[config.mk]
export PLATFORM = sky130hd
export DESIGN_NAME = muldiv_unit
export DESIGN_NICKNAME = d
export VERILOG_FILES = /design/src/rtl/muldiv_pkg.sv /design/src/rtl/muldiv_divcore.sv /design/src/rtl/muldiv_unit.sv
export SDC_FILE = /design/constraint.sdc
export NUM_CORES = 2
export LEC_CHECK = 0
export ABC_AREA = 1
export CAP_MARGIN = 20
export CORE_MARGIN = 2
export CORE_UTILIZATION = 46
export CTS_CLUSTER_DIAMETER = 80
export CTS_CLUSTER_SIZE = 12
export DETAILED_ROUTE_END_ITERATION = 12
export DONT_BUFFER_PORTS = 1
export GPL_ROUTABILITY_DRIVEN = 0
export PLACE_DENSITY = 0.66
export SLEW_MARGIN = 20
export SYNTH_ARGS = -nofsm -noshare
export SYNTH_HDL_FRONTEND = slang
export SYNTH_SLANG_ARGS = --single-unit
[constraint.sdc]
create_clock -name Clock -period 26.6 [get_ports Clock]
set_input_delay 3.99 -clock Clock [delete_from_list [all_inputs] [get_ports Clock]]
set_output_delay 3.99 -clock Clock [all_outputs]
set_load 0.01 [all_outputs]
[src/rtl/muldiv_pkg.sv]
// Shared definitions for the multiply/divide unit:
// op codes, controller states, accumulate modes, counter sizing.
package muldiv_pkg;

  localparam logic [3:0] OP_MULT  = 4'd0;
  localparam logic [3:0] OP_MULTU = 4'd1;
  localparam logic [3:0] OP_DIV   = 4'd2;
  localparam logic [3:0] OP_DIVU  = 4'd3;
  localparam logic [3:0] OP_MTHI  = 4'd4;
  localparam logic [3:0] OP_MTLO  = 4'd5;
  localparam logic [3:0] OP_MADD  = 4'd6;
  localparam logic [3:0] OP_MADDU = 4'd7;
  localparam logic [3:0] OP_MSUB  = 4'd8;
  localparam logic [3:0] OP_MSUBU = 4'd9;

  typedef enum logic [1:0] {
    S_IDLE,
    S_MUL,
    S_DIV,
    S_FIX
  } state_e;

  typedef enum logic [1:0] {
    MK_SET,
    MK_ADD,
    MK_SUB
  } mk_e;

  // Down-counter must hold max(MUL_LAT, WIDTH+1).
  function automatic int cnt_width(int lat, int width);
    int m;
    m = (lat > width + 1) ? lat : width + 1;
    return $clog2(m + 1);
  endfunction

endpackage

[src/rtl/muldiv_divcore.sv]
// Unsigned radix-2 restoring divider, one quotient bit per step.
// Ports: clk_i, dvd_i/dvs_i magnitudes, load_i, step_i, quot_o, rem_o.
module muldiv_divcore #(
  parameter int WIDTH = 32
) (
  input  logic             clk_i,
  input  logic [WIDTH-1:0] dvd_i,
  input  logic [WIDTH-1:0] dvs_i,
  input  logic             load_i,
  input  logic             step_i,
  output logic [WIDTH-1:0] quot_o,
  output logic [WIDTH-1:0] rem_o
);

  logic [WIDTH-1:0] q_q;
  logic [WIDTH-1:0] d_q;
  logic [WIDTH-1:0] r_q;
  logic [WIDTH:0]   sh;
  logic [WIDTH:0]   diff;

  // Partial remainder never exceeds divisor, so WIDTH+1 bits
  // suffice; the top bit of diff is the restore decision.
  always_comb begin
    sh   = {r_q, q_q[WIDTH-1]};
    diff = sh - {1'b0, d_q};
  end

  always_ff @(posedge clk_i) begin
    if (load_i) begin
      q_q <= dvd_i;
      d_q <= dvs_i;
      r_q <= '0;
    end else if (step_i) begin
      if (!diff[WIDTH]) begin
        r_q <= diff[WIDTH-1:0];
        q_q <= {q_q[WIDTH-2:0], 1'b1};
      end else begin
        r_q <= sh[WIDTH-1:0];
        q_q <= {q_q[WIDTH-2:0], 1'b0};
      end
    end
  end

  assign quot_o = q_q;
  assign rem_o  = r_q;

endmodule

[src/rtl/muldiv_unit.sv]
// HI/LO multiply-divide unit: pipelined-latency multiply class,
// iterative divide, MTHI/MTLO. Ports: Clock, Reset, Start, Op,
// RD1, RD2 in; Busy, Done, DivZero, HI, LO out.
module muldiv_unit
  import muldiv_pkg::*;
#(
  parameter int WIDTH   = 32,
  parameter int MUL_LAT = 5
) (
  input  logic             Clock,
  input  logic             Reset,
  input  logic             Start,
  input  logic [3:0]       Op,
  input  logic [WIDTH-1:0] RD1,
  input  logic [WIDTH-1:0] RD2,
  output logic             Busy,
  output logic             Done,
  output logic             DivZero,
  output logic [WIDTH-1:0] HI,
  output logic [WIDTH-1:0] LO
);

  localparam int CW = cnt_width(MUL_LAT, WIDTH);

  state_e state_q, state_d;
  mk_e    mk_q, mk_d;

  logic [CW-1:0]      cnt_q, cnt_d;
  logic [WIDTH-1:0]   hi_q, hi_d;
  logic [WIDTH-1:0]   lo_q, lo_d;
  logic [2*WIDTH-1:0] prod_q, prod_d;
  logic done_q, done_d;
  logic dz_q, dz_d;
  logic negq_q, negq_d;
  logic negr_q, negr_d;
  logic divz_q, divz_d;

  logic               sgn;
  logic [2*WIDTH-1:0] a_ext;
  logic [2*WIDTH-1:0] b_ext;
  logic [2*WIDTH-1:0] prod;
  logic [2*WIDTH-1:0] hilo;
  logic [WIDTH-1:0]   dvd_mag;
  logic [WIDTH-1:0]   dvs_mag;
  logic [WIDTH-1:0]   quot;
  logic [WIDTH-1:0]   rem;
  logic               div_load;
  logic               div_step;

  // Sign-extending to 2*WIDTH lets one unsigned multiplier
  // produce both signed and unsigned products modulo 2^(2W).
  always_comb begin
    sgn = (Op == OP_MULT) || (Op == OP_MADD) ||
          (Op == OP_MSUB) || (Op == OP_DIV);
    a_ext = sgn ? {{WIDTH{RD1[WIDTH-1]}}, RD1}
                : {{WIDTH{1'b0}}, RD1};
    b_ext = sgn ? {{WIDTH{RD2[WIDTH-1]}}, RD2}
                : {{WIDTH{1'b0}}, RD2};
    prod  = a_ext * b_ext;
    dvd_mag = (sgn && RD1[WIDTH-1]) ? -RD1 : RD1;
    dvs_mag = (sgn && RD2[WIDTH-1]) ? -RD2 : RD2;
    hilo  = {hi_q, lo_q};
  end

  muldiv_divcore #(
    .WIDTH(WIDTH)
  ) u_divcore (
    .clk_i (Clock),
    .dvd_i (dvd_mag),
    .dvs_i (dvs_mag),
    .load_i(div_load),
    .step_i(div_step),
    .quot_o(quot),
    .rem_o (rem)
  );

  always_comb begin
    state_d  = state_q;
    mk_d     = mk_q;
    cnt_d    = cnt_q;
    hi_d     = hi_q;
    lo_d     = lo_q;
    prod_d   = prod_q;
    done_d   = 1'b0;
    dz_d     = 1'b0;
    negq_d   = negq_q;
    negr_d   = negr_q;
    divz_d   = divz_q;
    div_load = 1'b0;
    div_step = 1'b0;

    unique case (state_q)
      S_IDLE: begin
        if (Start) begin
          unique case (Op)
            OP_MULT, OP_MULTU,
            OP_MADD, OP_MADDU,
            OP_MSUB, OP_MSUBU: begin
              prod_d  = prod;
              state_d = S_MUL;
              cnt_d   = CW'(MUL_LAT - 1);
              if (Op == OP_MADD || Op == OP_MADDU)
                mk_d = MK_ADD;
              else if (Op == OP_MSUB || Op == OP_MSUBU)
                mk_d = MK_SUB;
              else
                mk_d = MK_SET;
            end
            OP_DIV, OP_DIVU: begin
              div_load = 1'b1;
              state_d  = S_DIV;
              cnt_d    = CW'(WIDTH - 1);
              negq_d   = sgn && (RD1[WIDTH-1] ^ RD2[WIDTH-1]);
              negr_d   = sgn && RD1[WIDTH-1];
              divz_d   = (RD2 == '0);
            end
            OP_MTHI: hi_d = RD1;
            OP_MTLO: lo_d = RD1;
            default: ;
          endcase
        end
      end
      S_MUL: begin
        if (cnt_q == '0) begin
          state_d = S_IDLE;
          done_d  = 1'b1;
          unique case (mk_q)
            MK_ADD:  {hi_d, lo_d} = hilo + prod_q;
            MK_SUB:  {hi_d, lo_d} = hilo - prod_q;
            default: {hi_d, lo_d} = prod_q;
          endcase
        end else begin
          cnt_d = cnt_q - CW'(1);
        end
      end
      S_DIV: begin
        div_step = 1'b1;
        if (cnt_q == '0)
          state_d = S_FIX;
        else
          cnt_d = cnt_q - CW'(1);
      end
      S_FIX: begin
        state_d = S_IDLE;
        done_d  = 1'b1;
        dz_d    = divz_q;
        // Divide by zero leaves the architectural registers alone.
        if (!divz_q) begin
          lo_d = negq_q ? -quot : quot;
          hi_d = negr_q ? -rem : rem;
        end
      end
    endcase
  end

  always_ff @(posedge Clock) begin
    if (Reset) begin
      state_q <= S_IDLE;
      mk_q    <= MK_SET;
      cnt_q   <= '0;
      hi_q    <= '0;
      lo_q    <= '0;
      prod_q  <= '0;
      done_q  <= 1'b0;
      dz_q    <= 1'b0;
      negq_q  <= 1'b0;
      negr_q  <= 1'b0;
      divz_q  <= 1'b0;
    end else begin
      state_q <= state_d;
      mk_q    <= mk_d;
      cnt_q   <= cnt_d;
      hi_q    <= hi_d;
      lo_q    <= lo_d;
      prod_q  <= prod_d;
      done_q  <= done_d;
      dz_q    <= dz_d;
      negq_q  <= negq_d;
      negr_q  <= negr_d;
      divz_q  <= divz_d;
    end
  end

  assign Busy    = (state_q != S_IDLE);
  assign Done    = done_q;
  assign DivZero = dz_q;
  assign HI      = hi_q;
  assign LO      = lo_q;

endmodule

Yosys cells after proc, flatten, opt, wreduce, memory -nomap -nowiden
Cells that the tools add are included. W data, S select, Z words.

Register bits after elaboration: 239. Bits of input ports: 71. Bits in latches: 0. Bits in read-only memories: 0. Memories kept: 0. Memory bits (writable): 0.

Multiply operators: 1. Mux-type cells: 39. Shift-type cells: 0. Div/mod/pow operators: 0. Eq/ne operators: 22. $lt $le $gt $ge: 0. Reduce and logical (&&, ||, !) cells: 26. Bitwise logic cells: 2. Add/subtract/negate cells: 8.

Operators with widths (count): $mux W32 (15); $pmux W32 S3 (2); $mux W64 (2); $neg A32 Y32 (4); $pmux W32 S2 (2); $add A64 B64 Y64 (1); $mul A64 B64 Y64 (1); $sub A64 B64 Y64 (1); $sub A33 B32 Y33 (1); $logic_not A32 Y1 (1); $pmux W6 S2 (2); $eq A4 B3 Y1 const B (4); $mux W6 (2); $mux W2 (5); $ne A2 B2 Y1 const B (5); $reduce_and A5 Y1 (2); $eq A4 B2 Y1 const B (2); $eq A4 B4 Y1 const B (2); $pmux W2 S4 (1); $reduce_and A4 Y1 (2); $eq A2 B2 Y1 const B (3); $logic_not A6 Y1 (1); $mux W1 (6); $reduce_and A3 Y1 (2); other kinds (17) (29).

Logic depth before layout (Yosys ltp)
Depth after elaboration: 7. Depth in mapped cells: 45. Gate-level depth less buffers: 44.

By module
From an unflattened synthesis, not the netlist that was laid out.

Cell total of the unflattened synthesis: 10930. Area total of the unflattened synthesis: 77301.6 um2.

Modules (own cells, without submodules): muldiv_unit (cells each 9925, times used 1, area an instance 70642.8 um2, sequential area each 2862.7 um2); muldiv_divcore (cells each 1005, times used 1, area an instance 6658.9 um2, sequential area each 2562.5 um2).

Worst setup path before layout
Ideal clock, no wire load.

Path kind: input port to flip-flop. Start: input Op[1]. End: register prod_q[63]. Arrival: 12.695 ns. Library setup time: 0.109 ns. Stages on the path: 39. Slack: 13.796 ns. Path through: inv_1 -> nand2_1 -> nand2_1 -> nand2_2 -> buf_2 -> clkbuf_1 -> buf_1 -> nor2_1 -> fa_1 -> inv_1 -> fa_1 -> inv_1 -> fa_1 -> fa_1 -> fa_1 -> inv_1 -> fa_1 -> inv_1 -> [... 3 more ...] -> inv_1 -> fa_1 -> inv_1 -> fa_1 -> inv_1 -> ha_1 -> nand2_1 -> nor3_1 -> nand2_1 -> inv_1 -> nand2_1 -> or2_2 -> nand2_1 -> a21oi_1 -> nand3_1 -> nand3_1 -> nand2_1 -> inv_1.

Word-level cells in the longest chain between the ends: 6.

Ends and longest elaborated chain: from (decl) (RTL line muldiv_unit.sv:13) `input logic [3:0] Op,`; $eq A4 B3 Y1 or $logic_not A4 Y1 (tied branches) (RTL line muldiv_unit.sv:53, muldiv_unit.sv:95); $logic_or A1 B1 Y1 (2 in series) (RTL line muldiv_unit.sv:53) `sgn = (Op == OP_MULT) || (Op == OP_MADD) ||`; $logic_or A1 B1 Y1 (RTL line muldiv_unit.sv:54) `(Op == OP_MSUB) || (Op == OP_DIV);`; $mux W64 (on tied branches) (RTL line muldiv_unit.sv:55, muldiv_unit.sv:57); $mul A64 B64 Y64 (RTL line muldiv_unit.sv:59) `prod = a_ext * b_ext;`; to (signal assigned) (RTL line muldiv_unit.sv:175) `prod_q <= prod_d;`; to (decl) (RTL line muldiv_unit.sv:31) `logic [2*WIDTH-1:0] prod_q, prod_d;`.

Parallel ways exist; a longest one is shown, timed or not. A chain may end at the register's enable or synchronous reset.

Worst setup path in the final report
Start: input Op[2]. End: register prod_q[63].

The elaborated chain is that of the path after synthesis.

==> out/qor.csv <==
stage,metric,value,unit
clocking,clk_latency,0.58,ns
logic_synthesis,syn_inst,10258,
setup_path,path_buf_inv,12,
grt,antenna_found_initial,4,
clocking,postCtsHoldBufs,0,
setup_path,critPathTopFamily,adder cells,
floorplanning,rows,148,
grt,grt_pass1_vias,68863,
routing,ant_nets,0,
grt,grt_pass1_wl,418000,µm
setup_path,start_kind,input pin,
logic_synthesis,syn_nets,12233,
routing,wl,275200,µm
clocking,postCtsSetupRepairBufs,0,
layout,layout-drive-gt1-share,0.01807,
timing,hold_viol,0,
clocking,clkSlewWorstSetupHoldPaths,0.07,ns
setup_path,critical_path.slowest_cell,fa_1,
clocking,cts_made_buffers,25,
routing,initialDrtViolationCount,8232,
timing,fin_crit,13.74,ns
setup_path,cp_max_fo,32,
logic_synthesis,yosysWarnings,0,
setup_path,cp-startpoint,Op[2],
grt,grt_overflow,0,
clocking,cts_sinks,239,
logic_synthesis,synth_cell_types,70,
routing,drc,2,
timing,max_clock_freq,72.79,MHz
timing,grt_setup_unrepaired,no,
logic_synthesis,ys_seq_area_frac,0.07249,
logic_synthesis,post_synth.cell_area_avg,7.296,µm²
layout,area_growth,2.603,%
timing,fin_worst_skew,0.01542,ns
clocking,cts_tree,done,
timing,slew_headroom,0.2209,
timing,worst_pin_slew,1.169,ns
logic_synthesis,ys_seq_elements,239,
layout,fin_nets,11870,
timing,fin_tns_setup,0,ns
timing,slew_violations,0,
setup_path,r2r-start,prod_q[54],
place,dpl.hpwl,219200,µm
setup_path,arrival,14.21,ns
hold_path,hold_path_startpoint,prod_q[2],
grt,grt_start_max_net_pins,83,
floorplanning,core_region_area,162200,µm²
floorplanning,io_pins,138,
logic_synthesis,ys_async_sr_fraction,0,
timing,timing.final.crit_share,0.5165,
floorplanning,die_area,165900,µm²
job,drv_cap,0,
run_status,violations,DRC,
clocking,htree_levels,1,
clocking,cts_max_path_buffers,3,
routing,wl_per_cell,22.77,µm
hold_path,hold_path.class,reg2reg,
run_status,status,"finished, violations left",
setup_path,path_class,in2reg,
setup_path,crit_required,27.07,ns
clocking,cts_root_buf,clkbuf_16,
setup_path,slowest_delay,1.05,ns
logic_synthesis,synthFlopType,dfxtp_1,
grt,track_usage,0.3293,
routing,drtPass1Iterations,13,
logic_synthesis,synth_edf_count,64,
routing,via_count,67623,
place,port_buffers,0,
floorplanning,die-width,407.4,µm
floorplanning,start_util,0.4614,
logic_synthesis,syn_area,74840,µm²
floorplanning,die_h,407.4,µm
clocking,cts_resized,0,
timing,finalSetupViolations,0,
setup_path,worstSetupEndpointType,flop,
routing,avgViaCountPerCell,5.596,
## worst reg2reg max path, stage by stage, from the launching register on
cell and delay [ns]:
dfxtp_1 0.71, inv_1 0.33, ha_1 0.57, nand2_1 0.16
nor2_1 0.25, inv_1 0.15, nor3_1 0.38, o21ai_0 0.37
nand3_1 0.18, nand2_1 0.06, nand3_1 0.08, nand3_1 0.25
a21oi_1 0.34, nor2_1 0.07
## cell usage in the layout (no fill, tap or decap), types with 5 or more instances in the layout
cell,instances
nand2_2,19
or2_2,13
a211oi_1,8
clkbuf_1,9
and3_1,13
a311oi_1,9
a221oi_1,8
o21ai_1,30
o21bai_1,39
nand3b_1,16
buf_4,32
nor3_2,12
nand2_1,2122
nor3_1,78
dfxtp_1,175
a21oi_1,558
nor2_1,673
a31oi_1,28
nor2_2,11
xnor2_1,47
nand4_1,57
nor4_1,18
nand3_1,430
a21boi_0,12
a21oi_2,5
inv_2,17
fa_1,1421
o21ai_0,474
ha_1,482
clkbuf_16,25
a21o_1,19
o211ai_1,51
xor2_1,109
edfxtp_1,64
o21a_1,17
clkinv_1,6
inv_1,2731
nand3_2,6
o21ai_2,10
## per-stage QoR
step,cells,hold slack [ns],setup WS [ns],instance area [µm²],util
2_1_floorplan,10258,0.4261,13.80,74840,-
3_3_place_gp,12042,0.4713,12.52,76080,0.4690
3_5_place_dp,12043,0.4855,12.39,76080,0.4690
4_1_cts,12083,0.4942,12.92,76790,0.4734
5_1_grt,12083,0.5166,12.35,76790,0.4734
6_report,12085,0.5009,12.86,76790,0.4734
## area by class of cell
class | count | area (µm²)
repair buffers | 32 | 240.2
inverters | 2754 | 10340
clock inverters | 6 | 43.79
diodes | 2 | 5.005
fillers | 16278 | 85420
multi-input cells | 6843 | 57360
flip-flops and latches | 239 | 5425
clock buffers | 34 | 659.4
well taps | 2175 | 2721
## worst paths after layout
path | endpoint | slack [ns] | depth (start not counted)
setup reg to reg | HI[24] | 22.58 | 13
hold / removal | prod_q[2] | 0.50 | 2
setup / recovery | prod_q[63] | 12.86 | 37
hold reg to reg | prod_q[2] | 0.50 | 2
## cells in the mapped netlist (all sizes together) (17+ instances only)
cell type,n,area share
nand2,2141,0.11
nor4,22,0.0023
a21oi,566,0.038
nor3,90,0.0068
xnor2,47,0.0055
clkbuf,290,0.015
edfxtp,64,0.026
nand4,57,0.0048
nand3,436,0.030
o21bai,40,0.0041
o21ai,516,0.035
nor2,687,0.035
buf,132,0.0086
o211ai,52,0.0053
ha,483,0.081
a21o,19,0.0019
fa,1421,0.38
a31oi,28,0.0023
inv,2748,0.14
xor2,109,0.013
o21a,17,0.0017
dfxtp,175,0.047
## state kept, by name, indices dropped and copies added, names as in the netlist
signal            cells
u_divcore.quot_o     32
prod_q               64
mk_q                  2
HI                   32
LO                   32
DivZero               1
u_divcore.rem_o      32
negr_q                1
divz_q                1
Done                  1
negq_q                1
state_q               2
u_divcore.d_q        32
cnt_q                 6
## per-layer routing
layer | global-route usage | wire length [µm]
met4 | 0.2041 | 21330
met2 | 0.5166 | 121100
met3 | 0.07101 | 30560
met5 | 0 | 26
met1 | 0.4150 | 102300
## cell families (layout without fill, tap and decap cells)
family | Yosys count | count (layout) | synth area share
simple gates | 3482 | 3482 | 0.1909
compound gates | 1301 | 1301 | 0.09618
fa+ha+maj | 1904 | 1904 | 0.4608
flops | 239 | 239 | 0.07249
buf+inv | 3176 | 2826 | 0.1614
xor+xnor | 156 | 156 | 0.01826
other cells | 0 | 2 | 0
Power is not shown: default switching activity piles up to over one toggle a cycle in this logic, so the estimate is an artifact.
